<file path="config.mk">
export PLATFORM = sky130hd
export DESIGN_NAME = branch_hazard_ctrl
export DESIGN_NICKNAME = d
export VERILOG_FILES = /design/src/rtl/branch_hazard_ctrl.sv
export SDC_FILE = /design/constraint.sdc
export NUM_CORES = 1
export LEC_CHECK = 0
export CORE_UTILIZATION = 33
export CTS_BUF_LIST = sky130_fd_sc_hd__clkbuf_16
export CTS_CLUSTER_SIZE = 28
export DETAILED_ROUTE_END_ITERATION = 8
export GPL_ROUTABILITY_DRIVEN = 0
export RECOVER_POWER = 100
export SLEW_MARGIN = 20
export SYNTH_ARGS = -nofsm -noshare
export SYNTH_HDL_FRONTEND = slang
export SYNTH_SLANG_ARGS = --single-unit
export TNS_END_PERCENT = 10
</file>
<file path="constraint.sdc">
create_clock -name clk -period 2.2 [get_ports clk]
set_input_delay 0.22 -clock clk [delete_from_list [all_inputs] [get_ports clk]]
set_output_delay 0.22 -clock clk [all_outputs]
set_load 0.01 [all_outputs]
</file>
<file path="src/rtl/branch_hazard_ctrl.sv">
// Stall/flush controller for branches resolved in ID. It stalls on a load producer
// still in EX (2 cycles) or MEM (1 cycle), flushes IF/ID on a taken branch and counts both events.
module branch_hazard_ctrl #(
  parameter int CNT_W = 16
) (
  input  logic             clk,
  input  logic             rst,
  input  logic             beq,
  input  logic             bnq,
  input  logic [4:0]       IDRs,
  input  logic [4:0]       IDRt,
  input  logic [4:0]       EXRd,
  input  logic             EX_regwrite,
  input  logic             EX_memread,
  input  logic [4:0]       MEMRd,
  input  logic             MEM_memread,
  input  logic             branch_taken,
  output logic             pc_write,
  output logic             ifid_write,
  output logic             idex_bubble,
  output logic             ifid_flush,
  output logic [CNT_W-1:0] stall_cycles,
  output logic [CNT_W-1:0] flush_count
);

  typedef enum logic {
    IDLE  = 1'b0,
    STALL = 1'b1
  } state_e;

  localparam logic [CNT_W-1:0] CNT_MAX = '1;

  state_e           state_q, state_d;
  logic [CNT_W-1:0] stall_cycles_q, stall_cycles_d;
  logic [CNT_W-1:0] flush_count_q, flush_count_d;

  logic br;
  logic match_ex, match_mem;
  logic haz_ex, haz_mem;
  logic stall, flush;

  // Register 0 is hardwired to zero, so a write to it never creates a dependency.
  assign br        = beq | bnq;
  assign match_ex  = (EXRd  != 5'd0) && ((EXRd  == IDRs) || (EXRd  == IDRt));
  assign match_mem = (MEMRd != 5'd0) && ((MEMRd == IDRs) || (MEMRd == IDRt));
  assign haz_ex    = br && EX_regwrite && EX_memread && match_ex;
  assign haz_mem   = br && MEM_memread && match_mem;

  // State register
  always_ff @(posedge clk) begin
    // NOTE: sequential state uses non-blocking assignments so every flop samples
    // the pre-edge values, independent of statement order.
    if (!rst) state_q <= IDLE;
    else      state_q <= state_d;
  end

  // Next-state logic
  always_comb begin
    // NOTE: default first so no path through this block leaves state_d unassigned,
    // which would infer a latch.
    state_d = state_q;
    unique case (state_q)
      IDLE:  if (haz_ex) state_d = STALL;
      STALL: state_d = IDLE;
      default: state_d = IDLE;
    endcase
  end

  // Output logic: Mealy in IDLE, Moore in STALL, released entirely while in reset.
  always_comb begin
    stall = 1'b0;
    flush = 1'b0;
    if (rst) begin
      unique case (state_q)
        IDLE: begin
          stall = haz_ex || haz_mem;
          flush = br && !haz_ex && !haz_mem && branch_taken;
        end
        STALL:   stall = 1'b1;
        default: stall = 1'b0;
      endcase
    end
  end

  assign pc_write    = !stall;
  assign ifid_write  = !stall;
  assign idex_bubble = stall;
  assign ifid_flush  = flush;

  // Performance counters saturate instead of wrapping.
  always_comb begin
    stall_cycles_d = stall_cycles_q;
    flush_count_d  = flush_count_q;
    if (stall && (stall_cycles_q != CNT_MAX)) stall_cycles_d = stall_cycles_q + 1'b1;
    if (flush && (flush_count_q  != CNT_MAX)) flush_count_d  = flush_count_q  + 1'b1;
  end

  always_ff @(posedge clk) begin
    if (!rst) begin
      stall_cycles_q <= '0;
      flush_count_q  <= '0;
    end else begin
      stall_cycles_q <= stall_cycles_d;
      flush_count_q  <= flush_count_d;
    end
  end

  assign stall_cycles = stall_cycles_q;
  assign flush_count  = flush_count_q;

endmodule

</file>
After elaboration in Yosys (flattened, before gate mapping)
Index checks and enable logic that the tools add are counted.
{"block": "word_totals", "wordCells": 39, "latch_bits": 0, "mem_count": 0, "out_inout_bits": 36, "register_bits": 33, "mem_bits_rw": 0, "rom_bits": 0}
{"block": "op_classes", "n_addsub": 2, "bitwise_logic": 2, "multipliers": 0, "n_lt_le_gt_ge": 0, "reduce_logical": 20, "eq_ne": 6, "n_shift": 0, "muxes": 6, "div": 0}
{"operator": "$add A16 B1 Y16 const B", "count": 2}
{"operator": "$ne A16 B16 Y1 const B", "count": 2}
{"operator": "$eq A5 B5 Y1", "count": 4}
{"operator": "$logic_and A1 B1 Y1", "count": 12}
{"operator": "$reduce_bool A5 Y1", "count": 2}
{"operator": "$mux W1", "count": 4}
{"operator": "$pmux W1 S2", "count": 2}
{"operator": "$logic_not A1 Y1", "count": 3}
{"operator": "$logic_or A1 B1 Y1", "count": 3}
{"operator": "$not A1 Y1", "count": 1}
{"operator": "$or A1 B1 Y1", "count": 1}

Logic depth before layout (Yosys ltp)
Gate-level depths: netlist (run 1).
{"block": "depth", "depth_word": 11, "ltp_mapped": 7, "depth_no_buf": 7}

Worst setup path after synthesis (run 1)
OpenSTA, ideal clock, no wires.
{"block": "synth_path", "path_kind": "in2out", "start": "input port EXRd[1]", "end": "output port pc_write", "required_time_ns": 1.980, "arrival_time_ns": 1.783, "setup_slack_ns": 0.197, "path_stages": 6, "cell_sequence": "or4_4 -> o2111ai_4 -> o22ai_4 -> clkbuf_1 -> o21ai_1 -> buf_4"}
{"block": "synth_via", "elab_chain_len": 8}
{"element": "from (decl)", "line": "12", "text": "input logic [4:0] EXRd,"}
{"element": "$eq A5 B5 Y1", "line": "44", "text": "assign match_ex = (EXRd != 5'd0) && ((EXRd == IDRs) || (EXRd == IDRt));"}
{"element": "$logic_or A1 B1 Y1", "line": "44"}
{"element": "$logic_and A1 B1 Y1 (*)", "line": "44"}
{"element": "$logic_and A1 B1 Y1 (*)", "line": "46", "text": "assign haz_ex = br && EX_regwrite && EX_memread && match_ex;"}
{"element": "$logic_or A1 B1 Y1 (*)", "line": "76", "text": "stall = haz_ex || haz_mem;"}
{"element": "$pmux W1 S2 (*)", "line": "74", "text": "unique case (state_q)"}
{"element": "$mux W1 (*)", "line": "73", "text": "if (rst) begin"}
{"element": "$logic_not A1 Y1 (*)"}
{"element": "to (decl)", "line": "18", "text": "output logic pc_write,"}
Every way passes the cells marked *; elsewhere a longest branch is shown, timed or not.

Final worst setup path (run 1)
{"block": "layout_path", "start": "input port MEMRd[1]", "end": "output port pc_write"}
{"block": "layout_via", "elab_chain_len": 8}
{"element": "from (decl)", "line": "15", "text": "input logic [4:0] MEMRd,"}
{"element": "$eq A5 B5 Y1", "line": "45", "text": "assign match_mem = (MEMRd != 5'd0) && ((MEMRd == IDRs) || (MEMRd == IDRt));"}
{"element": "$logic_or A1 B1 Y1", "line": "45"}
{"element": "$logic_and A1 B1 Y1 (*)", "line": "45"}
{"element": "$logic_and A1 B1 Y1 (*)", "line": "47", "text": "assign haz_mem = br && MEM_memread && match_mem;"}
{"element": "$logic_or A1 B1 Y1 (*)", "line": "76"}
{"element": "$pmux W1 S2 (*)", "line": "74"}
{"element": "$mux W1 (*)", "line": "73"}
{"element": "$logic_not A1 Y1 (*)", "line": "85", "text": "assign pc_write = !stall;"}
Marks and branches as above.

==> results of run 1 <==
==> state kept, by name, indices dropped and copies added, names as in the netlist <==
signal,count
flush_count,16
stall_cycles,16
state_q,1
==> cell families after synthesis <==
logic type	after synthesis	synth area share
simple gates	106	0.294
compound gates	48	0.180
flops	33	0.322
xor+xnor	20	0.0853
buf+inv	19	0.0439
mux	13	0.0634
fa+ha+maj	2	0.0122
==> cell usage after synthesis, types with 3 or more instances <==
cell,instances,share of area
o21a_1,8,0.029
buf_2,3,0.0073
nand2b_1,5,0.015
nor4_1,4,0.012
nand4_1,9,0.027
or4_1,5,0.018
nor4_2,5,0.030
mux2i_1,13,0.063
a21oi_1,12,0.029
nand2_1,30,0.055
dfxtp_1,33,0.32
xor2_1,20,0.085
inv_1,7,0.013
nor3_1,13,0.032
o31ai_1,6,0.022
clkbuf_1,6,0.011
nand3_1,10,0.024
or3_1,6,0.018
o211ai_1,3,0.011
o21ai_1,7,0.017
nor2_1,9,0.016
==> power groups by stage <==
stage / combinational, W / clock, W / sequential, W
2_1_floorplan: 0.0000916 / 0 / 0.000620
3_3_place_gp: 0.000215 / 0 / 0.000619
3_5_place_dp: 0.000216 / 0 / 0.000619
4_1_cts: 0.000216 / 0.000678 / 0.000606
5_1_grt: 0.000230 / 0.000707 / 0.000606
6_report: 0.000213 / 0.000658 / 0.000606
==> layout make-up <==
cell class | count | area [µm²]
clock buffer | 5 | 125
fill | 592 | 2820
tap | 75 | 93.8
inverter | 7 | 26.3
timing repair buffer | 97 | 886
multi-input combinational | 189 | 1330
clock inverter | 3 | 13.8
sequential | 33 | 661
==> worst max-delay path, stage by stage <==
cell and delay, ns:
dlygate4sd2_1 0.27, or4_4 0.56, o211ai_4 0.24, o22ai_4 0.12, o21ai_2 0.17, buf_4 0.13, clkdlybuf4s15_2 0.21
==> stage by stage <==
stage | TNS [ns] | cells
floorplan | 0 | 241
CTS | 0 | 409
global route | -0.0651 | 409
global placement | -6.71 | 399
finish | 0 | 409
detailed placement | -7.47 | 399
==> layout by cell type, fill, tap and decap left out, types with 6 or more instances in the layout <==
master           count
nor3_1              12
inv_1                8
dfxtp_1             33
dlygate4sd2_1       13
mux2i_1             13
buf_4               31
or3_1                6
nand3_1             10
a21oi_1             11
nand2_1             30
o31ai_1              6
nand4_1              9
dlygate4sd3_1       32
nor4_1               6
xor2_1              20
nor2_1               9
clkdlybuf4s50_1     14
o21a_1               8
==> metal layers <==
metal / wire (µm) / part of all wire
met3: 350 / 0.062
met1: 2660 / 0.47
met5: 0 / 0
met4: 36 / 0.0064
met2: 2590 / 0.46
==> worst max-delay path by stage <==
| stage | to | depth (start not counted) |
|---|---|---|
| floorplan | pc_write | 6 |
| global placement | pc_write | 6 |
| global route | stall_cycles[5] | 10 |
| finish | pc_write | 7 |
| detailed placement | pc_write | 6 |
| CTS | pc_write | 8 |
==> timing repair <==
action	4_1_cts	5_1_grt
pin swaps	4	7
endpoints found under the hold margin	0	0
endpoints found under the setup margin	7	7
resized for setup	23	5
buffers inserted	2	0
==> metrics.md, run 1 <==
| Metric | Value |
|---|---|
| Status | `finished clean` |
| Initial antenna violation count | `0` |
| Power Internal | `0.00112 W` |
| Cells after synthesis | `roughly 240` |
| Routing usage on met3 | `0.0427` |
| Layout cell share with drive strength beyond 1 | `0.183` |
| Yosys reg bits | `33` |
| RSZ-0062 raised after global routing | `yes` |
| Leak pwr | `1.24 nW` |
| Hold Crit Class | `reg -> reg` |
| Chip height | `80.9 µm` |
| # setup viols final | `0` |
| Hold endpoint | `stall_cycles[4]` |
| Met2 Usage GRT | `0.299` |
| Max IR drop VDD | `264 µV` |
| WHS Path Cells | `2` |
| Clk root buf | `clkbuf_16` |
| Critical R2R Launch | `flush_count[6]` |
| Avg Cell Area, Syn | `8.52 µm²` |
| Placed cell areas | `2970 µm²` |
| Placed wire-length estimate | `4230 µm` |
| Grt peak-use layer | `met2` |
| Wire length per cell | `13.8 µm` |
| Yosys warning total | `0` |
| Clock power frac | `0.446` |
| Startpoint of the worst hold path | `stall_cycles[4]` |
| GR Overflow Total | `0` |
| Post-synthesis sequential area ratio | `0.322` |
| P_sw | `0.000358 W` |
| Worst-Margin Slew | `0.445 ns` |
| Gr usage total | `0.178` |
| Post-synth EDFFs | `0` |
| DIE AREA | `6540 µm²` |
| Ys async rst share | `0` |
| WHS | `between 0.4 and 0.5 ns` |
| Clock Latency Late Sink | `around 0.27 ns` |
| Pre-CTS WS | `-0.433 ns` |
| Final antenna-violating net count | `0` |
| First-pass DRT Iterations | `5` |
| Reg2Reg Depth | `7` |
| Hold-fix buffers, CTS | `0` |
| Via density | `roughly 5` |
| DRC violations left | `0` |
| Syn_nets | `271` |
| Mapped cell area | `2050 µm²` |
| Setup Skew | `0.00581 ns` |
| Hold Vio Cnt, Final | `0` |
| Core area | `5960 µm²` |
| Vias in the first global route | `1,921` |
| Fmax | `467 MHz` |
| CP Capture Type | `output port` |
| Final WL | `between 5000 and 6000 µm` |
| Max-slew violations | `0` |
| RR Endpoint | `flush_count[7]` |
| Fin crit share | `0.973` |
| Gate power share | `0.144` |
| Critical Path AT | `1.92 ns` |
| Max cap viols | `0` |
| Setup slack after layout | `0.0591 ns` |
| I/O pins | `64` |
| Largest net degree at the start of global routing | `23` |
| Startpoint types | `primary input` |
| CTS clk-pin slew, worst paths | `about 0.05 ns` |
| Critical path class | `in -> out` |
| R2R Setup Slk | `around 0.13 ns` |
| Global-route wire length before repair | `8940 µm` |
| Final Cell Area | `3140 µm²` |
| Sw Share | `0.242` |
| Buffers on Ports | `63` |
| Area delta synth->final | `52.8%` |
| CTS HTree Levels | `2` |
| Worst Path Max Fanout | `4` |
| Post-layout nets | `363` |
| Vias | `~2,100` |
| CTS tree | `done` |
| Die width | `80.9 µm` |
| Clock Sinks | `33` |
| Most used DFF post-synth | `dfxtp_1` |
| Final Power | `0.00148 W` |
| GR Util met1 | `0.224` |
| Seq pwr share | `0.410` |
| Max clock buf depth | `2` |
| Yosys cell types | `40` |
| N_diodes | `0` |
| Initial core utilization | `0.345` |
| Relative slew slack | `0.701` |
| Crit path launch | `MEMRd[1]` |
| Final Core Density | `0.527` |
| Pwr/cell area | `471 nW/µm²` |
| Num CTS Buffers | `5` |
| Crit path time final | `about 2.1 ns` |
| Cell Rows | `28` |
| Initial detailed-routing violation count | `62` |
| Required time worst endpoint | `1.98 ns` |
(Power assumes the default switching activity.)
==> run 2: changes to the inputs <==
--- a/config.mk
+++ b/config.mk
@@ -5,6 +5,7 @@
 export SDC_FILE = /design/constraint.sdc
 export NUM_CORES = 1
 export LEC_CHECK = 0
+export CORE_MARGIN = 2
 export CORE_UTILIZATION = 33
 export CTS_BUF_LIST = sky130_fd_sc_hd__clkbuf_16
 export CTS_CLUSTER_SIZE = 28
==> run 2 against run 1 <==
Effect of this change:
- via count up 2.4%
- critical path type unchanged
- critical endpoint is now idex_bubble
- largest cell class unchanged
- cell count unchanged
- routed wire length is 4.3% higher
- non-clock buffer count unchanged
==> metrics.md, run 2 (same netlist as run 1, synthesis figures left out) <==
| Metric | Value |
|---|---|
| Final Power | `0.00159 W (was 0.00148 W)` |
| Crit path time final | `2.12 ns (was 2.14 ns)` |
| Vias | `2,133 (was 2,083)` |
| Layout cell share with drive strength beyond 1 | `0.162 (was 0.183)` |
| Core area | `5960 µm² (unchanged)` |
| CP endpoint | `idex_bubble (was pc_write)` |
| Hold Crit Class | `reg -> reg (unchanged)` |
| Commonest non-fill, non-tap cells in the layout | `33 x dfxtp_1, 32 x dlygate4sd3_1, 30 x nand2_1 (was 33 x dfxtp_1, 32 x dlygate4sd3_1, 31 x buf_4)` |
| Cell Rows | `28 (unchanged)` |
| Clk root buf | `clkbuf_16 (unchanged)` |
| Clock Latency Late Sink | `0.28 ns (was 0.27 ns)` |
| Final WL | `5880 µm (was 5630 µm)` |
| Num CTS Buffers | `5 (unchanged)` |
| Initial antenna violation count | `0 (unchanged)` |
| Critical Path AT | `1.90 ns (was 1.92 ns)` |
| Critical-path cell list | `dlygate4sd2_1 > or4_4 > o2111ai_4 > o22ai_4 > o21ai_2 > inv_1 > dlygate4sd2_1 (was dlygate4sd2_1 > or4_4 > o211ai_4 > o22ai_4 > o21ai_2 > buf_4 > clkdlybuf4s15_2)` |
| Initial core utilization | `0.345 (unchanged)` |
| Crit path launch | `EXRd[3] (was MEMRd[1])` |
| CTS tree | `done (unchanged)` |
| Reg2Reg Depth | `8 (was 7)` |
| First-pass DRT Iterations | `4 (was 5)` |
| Fin crit share | `0.965 (was 0.973)` |
| DIE AREA | `6870 µm² (was 6540 µm²)` |
| Pwr/cell area | `507 nW/µm² (was 471 nW/µm²)` |
| Placed cell areas | `2970 µm² (unchanged)` |
| Max clock buf depth | `2 (unchanged)` |
| Post-layout nets | `363 (unchanged)` |
| CP Capture Type | `output port (unchanged)` |
| Max-slew violations | `0 (unchanged)` |
| Worst Path Max Fanout | `4 (unchanged)` |
| # setup viols final | `0 (unchanged)` |
| RR Endpoint | `flush_count[11] (was flush_count[7])` |
| Startpoint of the worst hold path | `stall_cycles[4] (unchanged)` |
| Startpoint types | `primary input (unchanged)` |
| Most common cell after layout, fill and taps aside | `dfxtp_1 (unchanged)` |
| Required time worst endpoint | `1.98 ns (about the same)` |
| Hold Vio Cnt, Final | `0 (unchanged)` |
| Slowest stage cell, crit path | `or4_4 (unchanged)` |
| Setup slack after layout | `0.0761 ns (was 0.0591 ns)` |
| Post-Layout Cell Count | `409 (unchanged)` |
| Leak pwr | `1.27 nW (was 1.24 nW)` |
| I/O pins | `64 (unchanged)` |
| Buf/Inv on CP | `3 (unchanged)` |
| Setup Skew | `0.00444 ns (was 0.00581 ns)` |
| GR Overflow Total | `0 (unchanged)` |
| CTS HTree Levels | `2 (unchanged)` |
| Most common cell on crit path | `dlygate4sd2_1` |
| Largest net degree at the start of global routing | `23 (unchanged)` |
| Critical path class | `in -> out (unchanged)` |
| Global-route wire length before repair | `9660 µm (was 8940 µm)` |
| Final Cell Area | `3140 µm² (about the same)` |
| Top delay family on crit path | `buffers and inverters (unchanged)` |
| RSZ-0062 raised after global routing | `no (was yes)` |
| CP max stage delay | `0.56 ns (about the same)` |
| Initial detailed-routing violation count | `120 (was 62)` |
| Gr usage total | `0.170 (was 0.178)` |
| Critical R2R Launch | `flush_count[5] (was flush_count[6])` |
| Dpl cells | `399 (unchanged)` |
| Placed wire-length estimate | `4400 µm (was 4230 µm)` |
| Relative slew slack | `0.721 (was 0.701)` |
| Max IR drop VDD | `360 µV (was 264 µV)` |
| Pre-CTS WS | `-0.436 ns (was -0.433 ns)` |
| Status | `finished clean (unchanged)` |
| Die width | `82.9 µm (was 80.9 µm)` |
| N_diodes | `0 (unchanged)` |
| WP depth | `7 (unchanged)` |
| Area delta synth->final | `53.0% (was 52.8%)` |
| Buffers on Ports | `63 (unchanged)` |
| Final antenna-violating net count | `0 (unchanged)` |
| Fmax | `471 MHz (was 467 MHz)` |
| Via density | `5.22 (was 5.09)` |
| Max cap viols | `0 (unchanged)` |
| Wire length per cell | `14.4 µm (was 13.8 µm)` |
| DRC violations left | `0 (unchanged)` |
| Chip height | `82.9 µm (was 80.9 µm)` |
| CTS clk-pin slew, worst paths | `0.05 ns (about the same)` |
| Vias in the first global route | `2,012 (was 1,921)` |
| Worst-Margin Slew | `0.416 ns (was 0.445 ns)` |
| R2R Setup Slk | `0.14 ns (was 0.13 ns)` |
| Clock Sinks | `33 (unchanged)` |
## run 2: worst min path at each step
stage / endpoint / slack (ns) / depth (start not counted)
after CTS: stall_cycles[4] / 0.49 / 2
after floorplan: flush_count[13] / 0.38 / 2
final: stall_cycles[4] / 0.49 / 2
after global routing: stall_cycles[4] / 0.50 / 2
after detailed placement: state_q / 0.48 / 1
after global placement: flush_count[15] / 0.47 / 2
## run 2: where the power goes
part           internal [W]  total (W)  leakage [nW]  switching (W)
combinational      0.000104   0.000209         0.924       0.000104
sequential         0.000602   0.000606         0.266     0.00000447
clock              0.000526   0.000777        0.0826       0.000252
total               0.00123    0.00159          1.27       0.000360
## run 2: tightest hold or removal path: stages (launching register included)
cell and delay [ns]:
dfxtp_1 0.32, nand2_1 0.06, mux2i_1 0.05
## run 2: cell type report
class | instances | area, µm²
fillers | 580 | 2810
clock buffers | 5 | 125
flip-flops and latches | 33 | 661
clock inverters | 3 | 37.5
multi-input cells | 189 | 1310
repair buffers | 97 | 892
well taps | 75 | 93.8
inverters | 7 | 26.3
## run 2: stage by stage
| step | setup TNS, ns | hold WS [ns] | utilization |
|---|---|---|---|
| final | 0 | 0.485 | 0.528 |
| after global routing | 0 | 0.500 | 0.528 |
| after CTS | 0 | 0.491 | 0.528 |
| after detailed placement | -7.37 | 0.476 | 0.498 |
| after global placement | -6.42 | 0.474 | 0.498 |
| after floorplan | 0 | 0.375 | - |
## run 2: metal layers
metal / GRT usage / wire, µm / up-vias / part of all wire
li1: - / - / 1072 / -
met1: 0.224 / 2820 / 986 / 0.48
met2: 0.272 / 2650 / 64 / 0.45
met3: 0.0378 / 271 / 11 / 0.046
met4: 0.0626 / 130 / 0 / 0.022
met5: 0 / 0 / - / 0
## run 2: timing repair
| item | CTS | global route |
|---|---|---|
| hold endpoints to repair | 0 | 0 |
| pin swaps | 5 | 11 |
| setup buffers | 2 | 0 |
| endpoints found under the setup margin | 7 | 10 |
| gates cloned | 0 | 0 |
| gates resized for setup | 15 | 9 |
| hold buffers | 0 | 0 |
==> run 3: changes to the inputs <==
--- a/config.mk
+++ b/config.mk
@@ -11,6 +11,7 @@
 export CTS_CLUSTER_SIZE = 28
 export DETAILED_ROUTE_END_ITERATION = 8
 export GPL_ROUTABILITY_DRIVEN = 0
+export GPL_TIMING_DRIVEN = 1
 export RECOVER_POWER = 100
 export SLEW_MARGIN = 20
 export SYNTH_ARGS = -nofsm -noshare
==> results of run 3 <==
Same layout as run 2: the final DEF is identical, and so are final timing and power.
